File: config.mk
export PLATFORM = sky130hd
export DESIGN_NAME = shift_register_ctrl_flat
export DESIGN_NICKNAME = d
export VERILOG_FILES = /design/src/rtl/shift_register_ctrl_if.sv /design/src/rtl/shift_register_ctrl.sv /design/src/flat_wrapper.sv
export SDC_FILE = /design/constraint.sdc
export NUM_CORES = 1
export LEC_CHECK = 0
export ABC_AREA = 1
export CORE_UTILIZATION = 43
export DETAILED_ROUTE_END_ITERATION = 7
export GPL_TIMING_DRIVEN = 0
export PLACE_DENSITY = 0.77
export SYNTH_ARGS = -nofsm -noshare
export SYNTH_HDL_FRONTEND = slang
export SYNTH_SLANG_ARGS = --single-unit
File: constraint.sdc
create_clock -name CLK -period 2.4 [get_ports CLK]
set_clock_uncertainty 0.15 [all_clocks]
set_input_delay 0.6 -clock CLK [delete_from_list [all_inputs] [get_ports CLK]]
set_output_delay 0.6 -clock CLK [all_outputs]
set_load 0.005 [all_outputs]
File: src/rtl/shift_register_ctrl_if.sv
// Controller <-> environment bundle for the universal shift register sequencer.
// The master side issues commands and feeds back register contents; the slave
// side is the controller, which drives the register's mode and serial/parallel inputs.
interface shift_register_ctrl_if #(
  parameter int WIDTH = 4,
  parameter int CNT_W = 3
);
  logic             start;
  logic [1:0]       op;
  logic [CNT_W-1:0] count;
  logic [WIDTH-1:0] data_in;
  logic             serial_in;
  logic [WIDTH-1:0] A_par;
  logic             S1;
  logic             S0;
  logic             MSB_in;
  logic             LSB_in;
  logic [WIDTH-1:0] I_par;
  logic             busy;
  logic             done;

  modport master (
    output start, op, count, data_in, serial_in, A_par,
    input  S1, S0, MSB_in, LSB_in, I_par, busy, done
  );

  modport slave (
    input  start, op, count, data_in, serial_in, A_par,
    output S1, S0, MSB_in, LSB_in, I_par, busy, done
  );
endinterface

File: src/rtl/shift_register_ctrl.sv
// Sequencer for a universal shift register: runs one load, shift-right,
// shift-left or rotate-right command at a time and pulses done at the end.
//
// state | meaning
// IDLE  | waiting for start, register held
// LOAD  | one cycle of parallel load from the latched word
// SHIFT | count cycles of shifting/rotating, down-counter running
// DONE  | one-cycle completion pulse; a new start is accepted here too
module shift_register_ctrl #(
  parameter int WIDTH = 4,
  parameter int CNT_W = 3
) (
  input logic                  CLK,
  input logic                  Clear,
  shift_register_ctrl_if.slave bus
);

  typedef enum logic [1:0] {IDLE, LOAD, SHIFT, DONE} state_t;

  state_t           state;
  state_t           state_nx;
  logic [1:0]       op_q;
  logic [1:0]       op_nx;
  logic [CNT_W-1:0] cnt_q;
  logic [WIDTH-1:0] data_q;
  logic [1:0]       mode_q;
  logic             busy_q;
  logic             done_q;
  logic             accept;
  logic             unused_a_par;

  // Only the LSB of the fed-back register contents matters (rotate right).
  assign unused_a_par = ^bus.A_par[WIDTH-1:1];

  // A command is taken only when no command is running (IDLE or the DONE cycle).
  assign accept = bus.start && ((state == IDLE) || (state == DONE));

  // Next state, plus the op that will govern the next cycle's mode select.
  always_comb begin
    state_nx = state;
    op_nx    = accept ? bus.op : op_q;
    case (state)
      IDLE, DONE: begin
        state_nx = IDLE;
        if (accept) begin
          if (bus.op == 2'b00)
            state_nx = LOAD;
          else if (bus.count != '0)
            state_nx = SHIFT;
          else
            state_nx = DONE;
        end
      end
      LOAD:    state_nx = DONE;
      SHIFT:   if (cnt_q == CNT_W'(1)) state_nx = DONE;
      default: state_nx = IDLE;
    endcase
  end

  // State register.
  always_ff @(posedge CLK or posedge Clear) begin
    if (Clear) state <= IDLE;
    else       state <= state_nx;
  end

  // Command latch and step down-counter; the latched word doubles as I_par.
  always_ff @(posedge CLK or posedge Clear) begin
    if (Clear) begin
      op_q   <= 2'b00;
      cnt_q  <= '0;
      data_q <= '0;
    end else if (accept) begin
      op_q   <= bus.op;
      cnt_q  <= bus.count;
      data_q <= bus.data_in;
    end else if (state == SHIFT) begin
      cnt_q  <= cnt_q - CNT_W'(1);
    end
  end

  // Registered outputs decoded from the next state so they line up with it.
  always_ff @(posedge CLK or posedge Clear) begin
    if (Clear) begin
      mode_q <= 2'b00;
      busy_q <= 1'b0;
      done_q <= 1'b0;
    end else begin
      busy_q <= (state_nx == LOAD) || (state_nx == SHIFT);
      done_q <= (state_nx == DONE);
      case (state_nx)
        LOAD:    mode_q <= 2'b11;
        SHIFT:   mode_q <= (op_nx == 2'b10) ? 2'b10 : 2'b01;
        default: mode_q <= 2'b00;
      endcase
    end
  end

  assign bus.S1    = mode_q[1];
  assign bus.S0    = mode_q[0];
  assign bus.busy  = busy_q;
  assign bus.done  = done_q;
  assign bus.I_par = data_q;

  // Serial inputs are steered combinationally so the register sees live data.
  always_comb begin
    bus.MSB_in = 1'b0;
    bus.LSB_in = 1'b0;
    if (state == SHIFT) begin
      case (op_q)
        2'b01:   bus.MSB_in = bus.serial_in;
        2'b10:   bus.LSB_in = bus.serial_in;
        2'b11:   bus.MSB_in = bus.A_par[0];
        default: ;
      endcase
    end
  end

endmodule
File: src/flat_wrapper.sv
// flat-port wrapper written by rule: the top's interface ports become plain ports
module shift_register_ctrl_flat 
#(
  parameter int WIDTH = 4,
  parameter int CNT_W = 3
)
  (CLK, Clear, bus_start, bus_op, bus_count, bus_data_in, bus_serial_in, bus_A_par, bus_S1, bus_S0, bus_MSB_in, bus_LSB_in, bus_I_par, bus_busy, bus_done);
  shift_register_ctrl_if #(.WIDTH(WIDTH), .CNT_W(CNT_W)) bus_i ();
  input logic CLK;
  input logic Clear;
  input wire logic [$bits(bus_i.start)-1:0] bus_start;
  input wire logic [$bits(bus_i.op)-1:0] bus_op;
  input wire logic [$bits(bus_i.count)-1:0] bus_count;
  input wire logic [$bits(bus_i.data_in)-1:0] bus_data_in;
  input wire logic [$bits(bus_i.serial_in)-1:0] bus_serial_in;
  input wire logic [$bits(bus_i.A_par)-1:0] bus_A_par;
  output wire logic [$bits(bus_i.S1)-1:0] bus_S1;
  output wire logic [$bits(bus_i.S0)-1:0] bus_S0;
  output wire logic [$bits(bus_i.MSB_in)-1:0] bus_MSB_in;
  output wire logic [$bits(bus_i.LSB_in)-1:0] bus_LSB_in;
  output wire logic [$bits(bus_i.I_par)-1:0] bus_I_par;
  output wire logic [$bits(bus_i.busy)-1:0] bus_busy;
  output wire logic [$bits(bus_i.done)-1:0] bus_done;
  assign bus_i.start = bus_start;
  assign bus_i.op = bus_op;
  assign bus_i.count = bus_count;
  assign bus_i.data_in = bus_data_in;
  assign bus_i.serial_in = bus_serial_in;
  assign bus_i.A_par = bus_A_par;
  assign bus_S1 = bus_i.S1;
  assign bus_S0 = bus_i.S0;
  assign bus_MSB_in = bus_i.MSB_in;
  assign bus_LSB_in = bus_i.LSB_in;
  assign bus_I_par = bus_i.I_par;
  assign bus_busy = bus_i.busy;
  assign bus_done = bus_i.done;
  shift_register_ctrl #(.WIDTH(WIDTH), .CNT_W(CNT_W)) u_core (.CLK(CLK), .Clear(Clear), .bus(bus_i));
endmodule
==> flow_metrics.tcl, run 1 <==
set metrics [dict create \
    run_status "complete, no violations" \
    rsz0062_at_grt "no" \
    peakVddDrop_mv 0.7111 \
    max-slew-margin-rel 0.6210 \
    start_kind "primary input" \
    synthDistinctLibCells 17 \
    portBuffers 23 \
    cts_setup_buffers 0 \
    critical-path-top-delay-family "buffers and inverters" \
    dieArea_um2 1978 \
    antenna_found_initial 0 \
    crit_buf_inv 2 \
    setup-tns-final_ps 0 \
    cts_made_buffers 3 \
    hold_viol 0 \
    gp_congestion 0.6781 \
    yosysTopAreaCell "dfrtp_1" \
    crit_chain "clkdlybuf4s50_1 > nand2_1 > nor3_1 > dlygate4sd2_1" \
    cts_tree "done" \
    mappedNetlistNets 116 \
    routed_wl_mm 1.468 \
    cts.sinks 15 \
    endpoint_kind "output port" \
    fin_util 0.6672 \
    design_area_um2 1064 \
    slew_violations 0 \
    layout_common_cells "nand2_1, clkdlybuf4s50_1, inv_1, dfrtp_1, ha_1" \
    die_h_um 44.48 \
    holdCritStartpoint "u_core.bus.I_par[2]" \
    final.min_clock_period_ps 2261 \
    min_to "u_core.bus.I_par[2]" \
    ctsHtreeMaxLevel 1 \
    drcViolationCount 0 \
    drtIter0Drc 10 \
    post_dp_cell_area_um2 1036 \
    regToRegEndpoint "u_core.mode_q[1]" \
    hold_buffers 0 \
    clock_latency_ps 280 \
    grt_pass1_wl_mm 2.359 \
    synth_top_cell_area_share 0.4839 \
    dp_hpwl_mm 1.184 \
    fin_crit_sh 0.9419 \
    clockRootBuffer "clkbuf_4" \
    layout.cells.most_common "nand2_1" \
    nets 144 \
    worstSetupPathType "primary input to output port" \
    gr-total-overflow 0 \
    crit_slowest_cell "clkdlybuf4s50_1" \
    tightest_slew_ps 567.9 \
    antenna_cells 0 \
    yosysWarnings 0 \
    syn_inst 92 \
    hold_depth 2 \
    synth_seq_cells 15 \
    cts_buffer_depth 2 \
    track_usage 0.1685 \
    leakage_nw 0.5549 \
    start_util 0.4867 \
    clk_pin_slew_worst_paths_ps 90 \
    total_power_mw 1.248 \
    drtAntennaViolNets 0 \
    netlist_area_um2 775.7 \
    path_max_fanout 2 \
    place_inst 139 \
    power_density_nw_per_um2 1173 \
    grt_max_degree 16 \
    setup_violations 0 \
    max_freq_mhz 442.3 \
    timing.hold.ws_ps 358.5 \
    dp_slack_ps -163.4 \
    r2r_setup_slack_ps 430 \
    layout_setup_ws_ps 139.3 \
    ys_seq_area_frac 0.4839 \
    crit_required_ps 1650 \
    crit_path_max_incr_delay_ps 480 \
    num_rows 14 \
    vias 637 \
    syn_avg_cell_area_um2 8.432 \
    hold_path.class "register to register" \
    timing.rr.start "u_core.state[0]" \
    areaGrowthSynthToFinish_pct 37.10 \
    ff2ff_path_depth 11 \
    post_cts_resized 3 \
    die_w_um 44.48 \
    io_pins 27 \
    arrival_ps 1510 \
    drt_first_pass_iters 4 \
    core-area_um2 1594 \
    wire_per_inst_um 10.27 \
    grt_pass1_vias 580 \
    drive_gt1_frac 0.1008 \
    fin_cells 143 \
    via_per_inst 4.455 \
    synth_area_leaders "dfrtp_1, nand2_1, ha_1, inv_1, nand2_2" \
    maxCapViolCount 0 \
]
==> synthesized netlist by cell type (all sizes together) <==
library cell	instances
a21oi	4
buf	1
dfrtp	15
ha	7
inv	18
nand2	32
nand3	3
nor2	5
nor3	1
o211ai	2
o21ai	1
o221ai	1
or2	1
xor2	1
==> layer usage <==
metal	GRT usage	vias to the layer above	share of wire
li1	-	331	-
met1	0.2005	294	0.45
met2	0.2765	10	0.50
met3	0.04490	2	0.036
met4	0.09091	0	0.010
met5	0	-	0
==> worst min-delay path, delay by kind of cell, from the launching register on <==
family | cells | cell delay [ps]
DFF | 1 | 360
and+or+nand+nor | 2 | 120
==> flip-flops by register name (all words and copies together) (netlist names) <==
signal and count:
u_core.mode_q 2, u_core.op_q 2, u_core.bus.done 1, u_core.cnt_q 3, u_core.state 2, u_core.bus.I_par 4
u_core.bus.busy 1
==> where the power goes <==
group          leakage [nW]  switching [mW]  internal, mW  total, mW
Clock                0.0177          0.0829        0.0618      0.145
Sequential            0.181          0.0625         0.375      0.437
Combinational         0.356           0.343         0.324      0.666
==> cell type report <==
type | instances | area, um2
Fill cell | 142 | 530.5
Buffer | 1 | 11.26
Timing Repair Buffer | 23 | 227.7
Clock buffer | 3 | 22.52
Inverter | 18 | 67.56
Clock inverter | 1 | 5.005
Multi-Input combinational cell | 58 | 324.1
Sequential cell | 15 | 375.4
Tap cell | 24 | 30.03
==> cell families after synthesis <==
kind of cell	Yosys count	synth area share
AO/OA/AOI/OAI	8	0.06773
AND/OR/NAND/NOR	42	0.2226
adder cells (fa/ha/maj)	7	0.1129
flip-flops	15	0.4839
XOR/XNOR	1	0.01129
buffers and inverters	19	0.1016
==> worst max-delay path by stage <==
stage,from,to,slack [ps],cells past startpoint
after global routing,bus_serial_in,bus_LSB_in,110,4
final,bus_serial_in,bus_LSB_in,140,4
after global placement,bus_serial_in,bus_LSB_in,-130,4
after floorplan,u_core.state[0],u_core.mode_q[1],600,10
after detailed placement,bus_serial_in,bus_LSB_in,-160,4
after CTS,bus_serial_in,bus_LSB_in,140,4
No activity file was read; power rests on OpenSTA's default activity.
==> run 2: changes to the inputs <==
--- a/config.mk
+++ b/config.mk
@@ -10,6 +10,8 @@
 export DETAILED_ROUTE_END_ITERATION = 7
 export GPL_TIMING_DRIVEN = 0
 export PLACE_DENSITY = 0.77
+export SETUP_SLACK_MARGIN = 0.4
+export SLEW_MARGIN = 5
 export SYNTH_ARGS = -nofsm -noshare
 export SYNTH_HDL_FRONTEND = slang
 export SYNTH_SLANG_ARGS = --single-unit
==> run 2 against run 1 <==
Worst hold slack hardly changed. Core utilization is 2.8 points higher. Flip-flop and latch count is the same. Largest cell class unchanged. Setup slack improved by 310 ps. Largest power group unchanged. Combinational power grew 12%. Global-route usage up 0.26 points. Via count is 4.1% higher. Sequential power increased by 1%.
==> flow_metrics.tcl, run 2 (synthesis gave the netlist of run 1 again) <==
set metrics [dict create \
    timing.rr.start "u_core.state[0]" \
    clockRootBuffer "clkbuf_4" \
    areaGrowthSynthToFinish_pct 42.90 \
    cts_made_buffers 3 \
    tightest_slew_ps 562.8 \
    drtIter0Drc 16 \
    via_per_inst 4.510 \
    layout.cells.most_common "nand2_1" \
    power_density_nw_per_um2 1206 \
    startpoint "u_core.state[0]" \
    gp_congestion 0.6781 \
    leakage_nw 0.5777 \
    post_dp_cell_area_um2 1036 \
    drcViolationCount 0 \
    num_rows 14 \
    die_w_um 44.48 \
    endpoint_kind "output port" \
    fillers 133 \
    grt_max_degree 16 \
    nets 148 \
    peakVddDrop_mv 0.7226 \
    track_usage 0.1711 \
    layout_setup_ws_ps 448.9 \
    antenna_found_initial 0 \
    cts_buffer_depth 2 \
    final.min_clock_period_ps 1951 \
    hold_viol 0 \
    routed_wl_mm 1.565 \
    maxCapViolCount 0 \
    max_freq_mhz 512.5 \
    dp_slack_ps -163.4 \
    portBuffers 23 \
    timing.hold.ws_ps 358.6 \
    cts_tree "done" \
    holdCritStartpoint "u_core.bus.I_par[3]" \
    grt_pass1_vias 595 \
    dp_hpwl_mm 1.184 \
    drive_gt1_frac 0.1789 \
    rsz0062_at_grt "no" \
    start_util 0.4867 \
    crit_required_ps 1650 \
    max-slew-margin-rel 0.6244 \
    total_power_mw 1.337 \
    largest_register_ffs 4 \
    hold_path.class "register to register" \
    fin_crit_sh 0.8130 \
    grt_pass1_wl_mm 2.401 \
    run_status "complete, no violations" \
    slew_violations 0 \
    clock_latency_ps 280 \
    layout_common_cells "nand2_1, clkdlybuf4s50_1, inv_1, dfrtp_1, ha_1" \
    core-area_um2 1594 \
    start_kind "register" \
    vias 663 \
    io_pins 27 \
    path_max_fanout 3 \
    worstSetupPathType "register to output port" \
    wire_per_inst_um 10.65 \
    clk_pin_slew_worst_paths_ps 90 \
    arrival_ps 1200 \
    design_area_um2 1109 \
    antenna_cells 0 \
    die_h_um 44.48 \
    gr-total-overflow 0 \
    hold_buffers 0 \
    dieArea_um2 1978 \
    drt_first_pass_iters 4 \
    setup_violations 0 \
    drtAntennaViolNets 0 \
    cts.sinks 15 \
    ctsHtreeMaxLevel 1 \
]
run 2: changes by cell type in the layout (fill, tap and decap cells not counted), sizes merged:
cell	before	now
buf	1	7
clkdlybuf4s50	21	18
dlygate4sd2	2	3
run 2: metal layers:
| metal | track usage | vias to the layer above | part of all wire |
|---|---|---|---|
| met4 | 0.09091 | 0 | 0.0096 |
| met2 | 0.2912 | 12 | 0.52 |
| met3 | 0.04490 | 2 | 0.040 |
| li1 | - | 341 | - |
| met1 | 0.1953 | 308 | 0.43 |
| met5 | 0 | - | 0 |
run 2: power breakdown:
group | internal (mW) | total [mW] | switching, mW
Sequential | 0.375 | 0.443 | 0.0681
Clock | 0.0618 | 0.145 | 0.0833
Combinational | 0.376 | 0.749 | 0.372
Total | 0.813 | 1.34 | 0.524
run 2: cell type report:
cell class / instances / area [um2] / area share
clock inverter: 1 / 5.005 / 0.004515
clock buffer: 3 / 22.52 / 0.02032
buffer: 1 / 11.26 / 0.01016
sequential: 15 / 375.4 / 0.3386
inverter: 18 / 67.56 / 0.06095
timing repair buffer: 27 / 246.5 / 0.2223
multi-input combinational: 58 / 350.3 / 0.3160
tap: 24 / 30.03 / 0.02709
run 2: worst paths after layout:
kind                                       end  slack [ps]  depth (start not counted)
max                                 bus_LSB_in         450                          5
min                        u_core.bus.I_par[3]         360                          2
max reg2reg                   u_core.mode_q[1]         520                         11
min reg2reg                u_core.bus.I_par[3]         360                          2
max in group asynchronous      u_core.cnt_q[0]        1220                          2
min in group asynchronous      u_core.bus.busy         510                          2
run 2: critical path: stages, from the launching register on:
cell     delay, ps
dfrtp_1        410
inv_2           80
ha_4           130
nand2_1         40
nor3_1         110
buf_2          140
run 2: metrics by stage:
stage | cells | utilization | setup TNS, ps
floorplan | 92 | - | 0
global placement | 139 | 0.6499 | -222.7
detailed placement | 139 | 0.6499 | -258.6
CTS | 146 | 0.6845 | 0
global route | 147 | 0.6954 | 0
finish | 147 | 0.6954 | 0
run 2: timing repair:
action,CTS,global route
resized for setup,17,2
pin swaps,4,3
buffers inserted,3,1
setup endpoints to repair,4,3
==> run 3: changes to the inputs <==
==> constraint.sdc (replaced) <==
create_clock -name CLK -period 1.8 [get_ports CLK]
set_clock_uncertainty 0.15 [all_clocks]
set_input_delay 0.45 -clock CLK [delete_from_list [all_inputs] [get_ports CLK]]
set_output_delay 0.45 -clock CLK [all_outputs]
set_load 0.005 [all_outputs]
==> run 3 against run 2 <==
The flow now finishes with violations (setup timing). Flip-flop and latch count unchanged. Combinational power rose by 120%. Register-to-register slack worse by 480 ps. Die area unchanged. Global-route usage grew 5.3 points. Sequential share of layout area down 6.5 points. Final cell count grew 10%. Setup slack got worse by 560 ps. Worst hold slack lost 2.8 ps. Highest routed layer unchanged.
==> flow_metrics.tcl, run 3 (synthesis gave the netlist of run 1 again) <==
set metrics [dict create \
    timing.rr.start "u_core.state[0]" \
    design_area_um2 1370 \
    drcViolationCount 0 \
    grt.busiest_layer "met2" \
    drtAntennaViolNets 0 \
    crit_path_max_incr_delay_ps 430 \
    crit_buf_inv 2 \
    antenna_found_initial 0 \
    seq_area_um2 375.4 \
    ff2ff_path_depth 10 \
    dieArea_um2 1978 \
    maxCapViolCount 0 \
    num_rows 14 \
    cts_made_buffers 3 \
    dp_slack_ps -441.2 \
    tightest_slew_ps 579.0 \
    track_usage 0.2239 \
    setup_violations 2 \
    grt_pass1_wl_mm 3.098 \
    critical-path-top-delay-family "flip-flops" \
    multi_input_area_um2 494.2 \
    met2_usage 0.4029 \
    regToRegEndpoint "u_core.mode_q[1]" \
    largest_register_ffs 4 \
    portBuffers 23 \
    fillers 81 \
    cp_num_cells 5 \
    areaGrowthSynthToFinish_pct 76.61 \
    ctsHtreeMaxLevel 1 \
    max_freq_mhz 524.5 \
    layout.cells.most_common "dfrtp_1" \
    drtIter0Drc 9 \
    layout_common_cells "dfrtp_1, buf_4, nand2_1, nand2_2" \
    path_max_fanout 4 \
    total_power_mw 2.432 \
    core-area_um2 1594 \
    hold_viol 0 \
    die_h_um 44.48 \
    grt_max_degree 16 \
    post_dp_cell_area_um2 1097 \
    grt_pass1_vias 724 \
    gp_congestion 0.8602 \
    crit_required_ps 1200 \
    power_density_nw_per_um2 1775 \
    fin_crit_sh 1.059 \
    clk_pin_slew_worst_paths_ps 90 \
    gr-total-overflow 0 \
    peakVddDrop_mv 1.213 \
    leakage_nw 0.7081 \
    run_status "finished, violations left" \
    r2r_setup_slack_ps 40 \
    crit_path_end "bus_LSB_in" \
    wire_per_inst_um 13.61 \
    layout_setup_ws_ps -106.8 \
    routed_wl_mm 2.205 \
    crit_chain "inv_2 > ha_4 > nand2_2 > nor3_2 > buf_2" \
    start_kind "register" \
    arrival_ps 1310 \
    final.min_clock_period_ps 1907 \
    violations "setup timing" \
    drive_gt1_frac 0.5362 \
    cts.sinks 15 \
    grt_use_met3 0.03673 \
    via_per_inst 4.704 \
    dp_hpwl_mm 1.182 \
    worstSetupPathType "register to output port" \
    endpoint_kind "output port" \
    cts_tree "done" \
    use_met1 0.2364 \
    vias 762 \
    rsz0062_at_grt "yes" \
    crit_slowest_cell "dfrtp_1" \
    clockRootBuffer "clkbuf_4" \
    clock_latency_ps 290 \
    nets 163 \
    max-slew-margin-rel 0.6136 \
    die_w_um 44.48 \
    io_pins 27 \
    setup-tns-final_ps -156.6 \
    drt_first_pass_iters 4 \
    slew_violations 0 \
    cts_buffer_depth 2 \
    startpoint "u_core.state[0]" \
    hold_path.class "primary input to async pin" \
    antenna_cells 0 \
    start_util 0.4867 \
]
-- run 3: metal layers --
layer  up-vias  part of all wire
met3        11             0.036
met2        25              0.52
met1       354              0.40
met5         -                 0
met4         0             0.037
li1        372                 -
-- run 3: through the flow --
stage	hold WS, ps	cells	util
after CTS	330.6	156	0.7849
after floorplan	201.5	92	-
after detailed placement	318.3	139	0.6884
after global routing	370.7	162	0.8595
final	355.8	162	0.8595
after global placement	310.8	139	0.6884
-- run 3: worst min path at each step --
| stage | startpoint | to | slack (ps) | cells past startpoint |
|---|---|---|---|---|
| after detailed placement | u_core.bus.I_par[2] | u_core.bus.I_par[2] | 320 | 2 |
| after global placement | u_core.bus.I_par[1] | u_core.bus.I_par[1] | 310 | 2 |
| after CTS | u_core.bus.I_par[2] | u_core.bus.I_par[2] | 330 | 2 |
| final | Clear | u_core.mode_q[1] | 360 | 2 |
| after global routing | u_core.bus.I_par[3] | u_core.bus.I_par[3] | 370 | 2 |
| after floorplan | Clear | u_core.bus.I_par[0] | 200 | 1 |
-- run 3: power by group --
| group | internal (mW) | leakage (nW) | switching, mW |
|---|---|---|---|
| combinational | 0.833 | 0.512 | 0.791 |
| sequential | 0.500 | 0.181 | 0.109 |
| clock | 0.0862 | 0.0150 | 0.113 |
| total | 1.42 | 0.708 | 1.01 |
-- run 3: timing repair --
item,in CTS,in global routing
hold buffers,0,0
setup buffers,13,6
pin swaps,10,10
setup endpoints to repair,18,22
resized for setup,69,19
-- run 3: worst reg2reg max path, stage by stage, from the launching register on --
cell and delay, ps:
dfrtp_1 430, buf_4 150, buf_4 120, ha_1 180
inv_1 70, nand2_2 60, nand2_2 70, nand2_4 70
ha_4 280, inv_4 40, a21oi_2 90
-- run 3: final cells by class --
class,instances,share of cell area
multi-input combinational,58,0.3607
sequential,15,0.2740
timing repair buffer,42,0.2566
inverter,18,0.05662
tap,24,0.02192
clock buffer,4,0.01918
buffer,1,0.01096
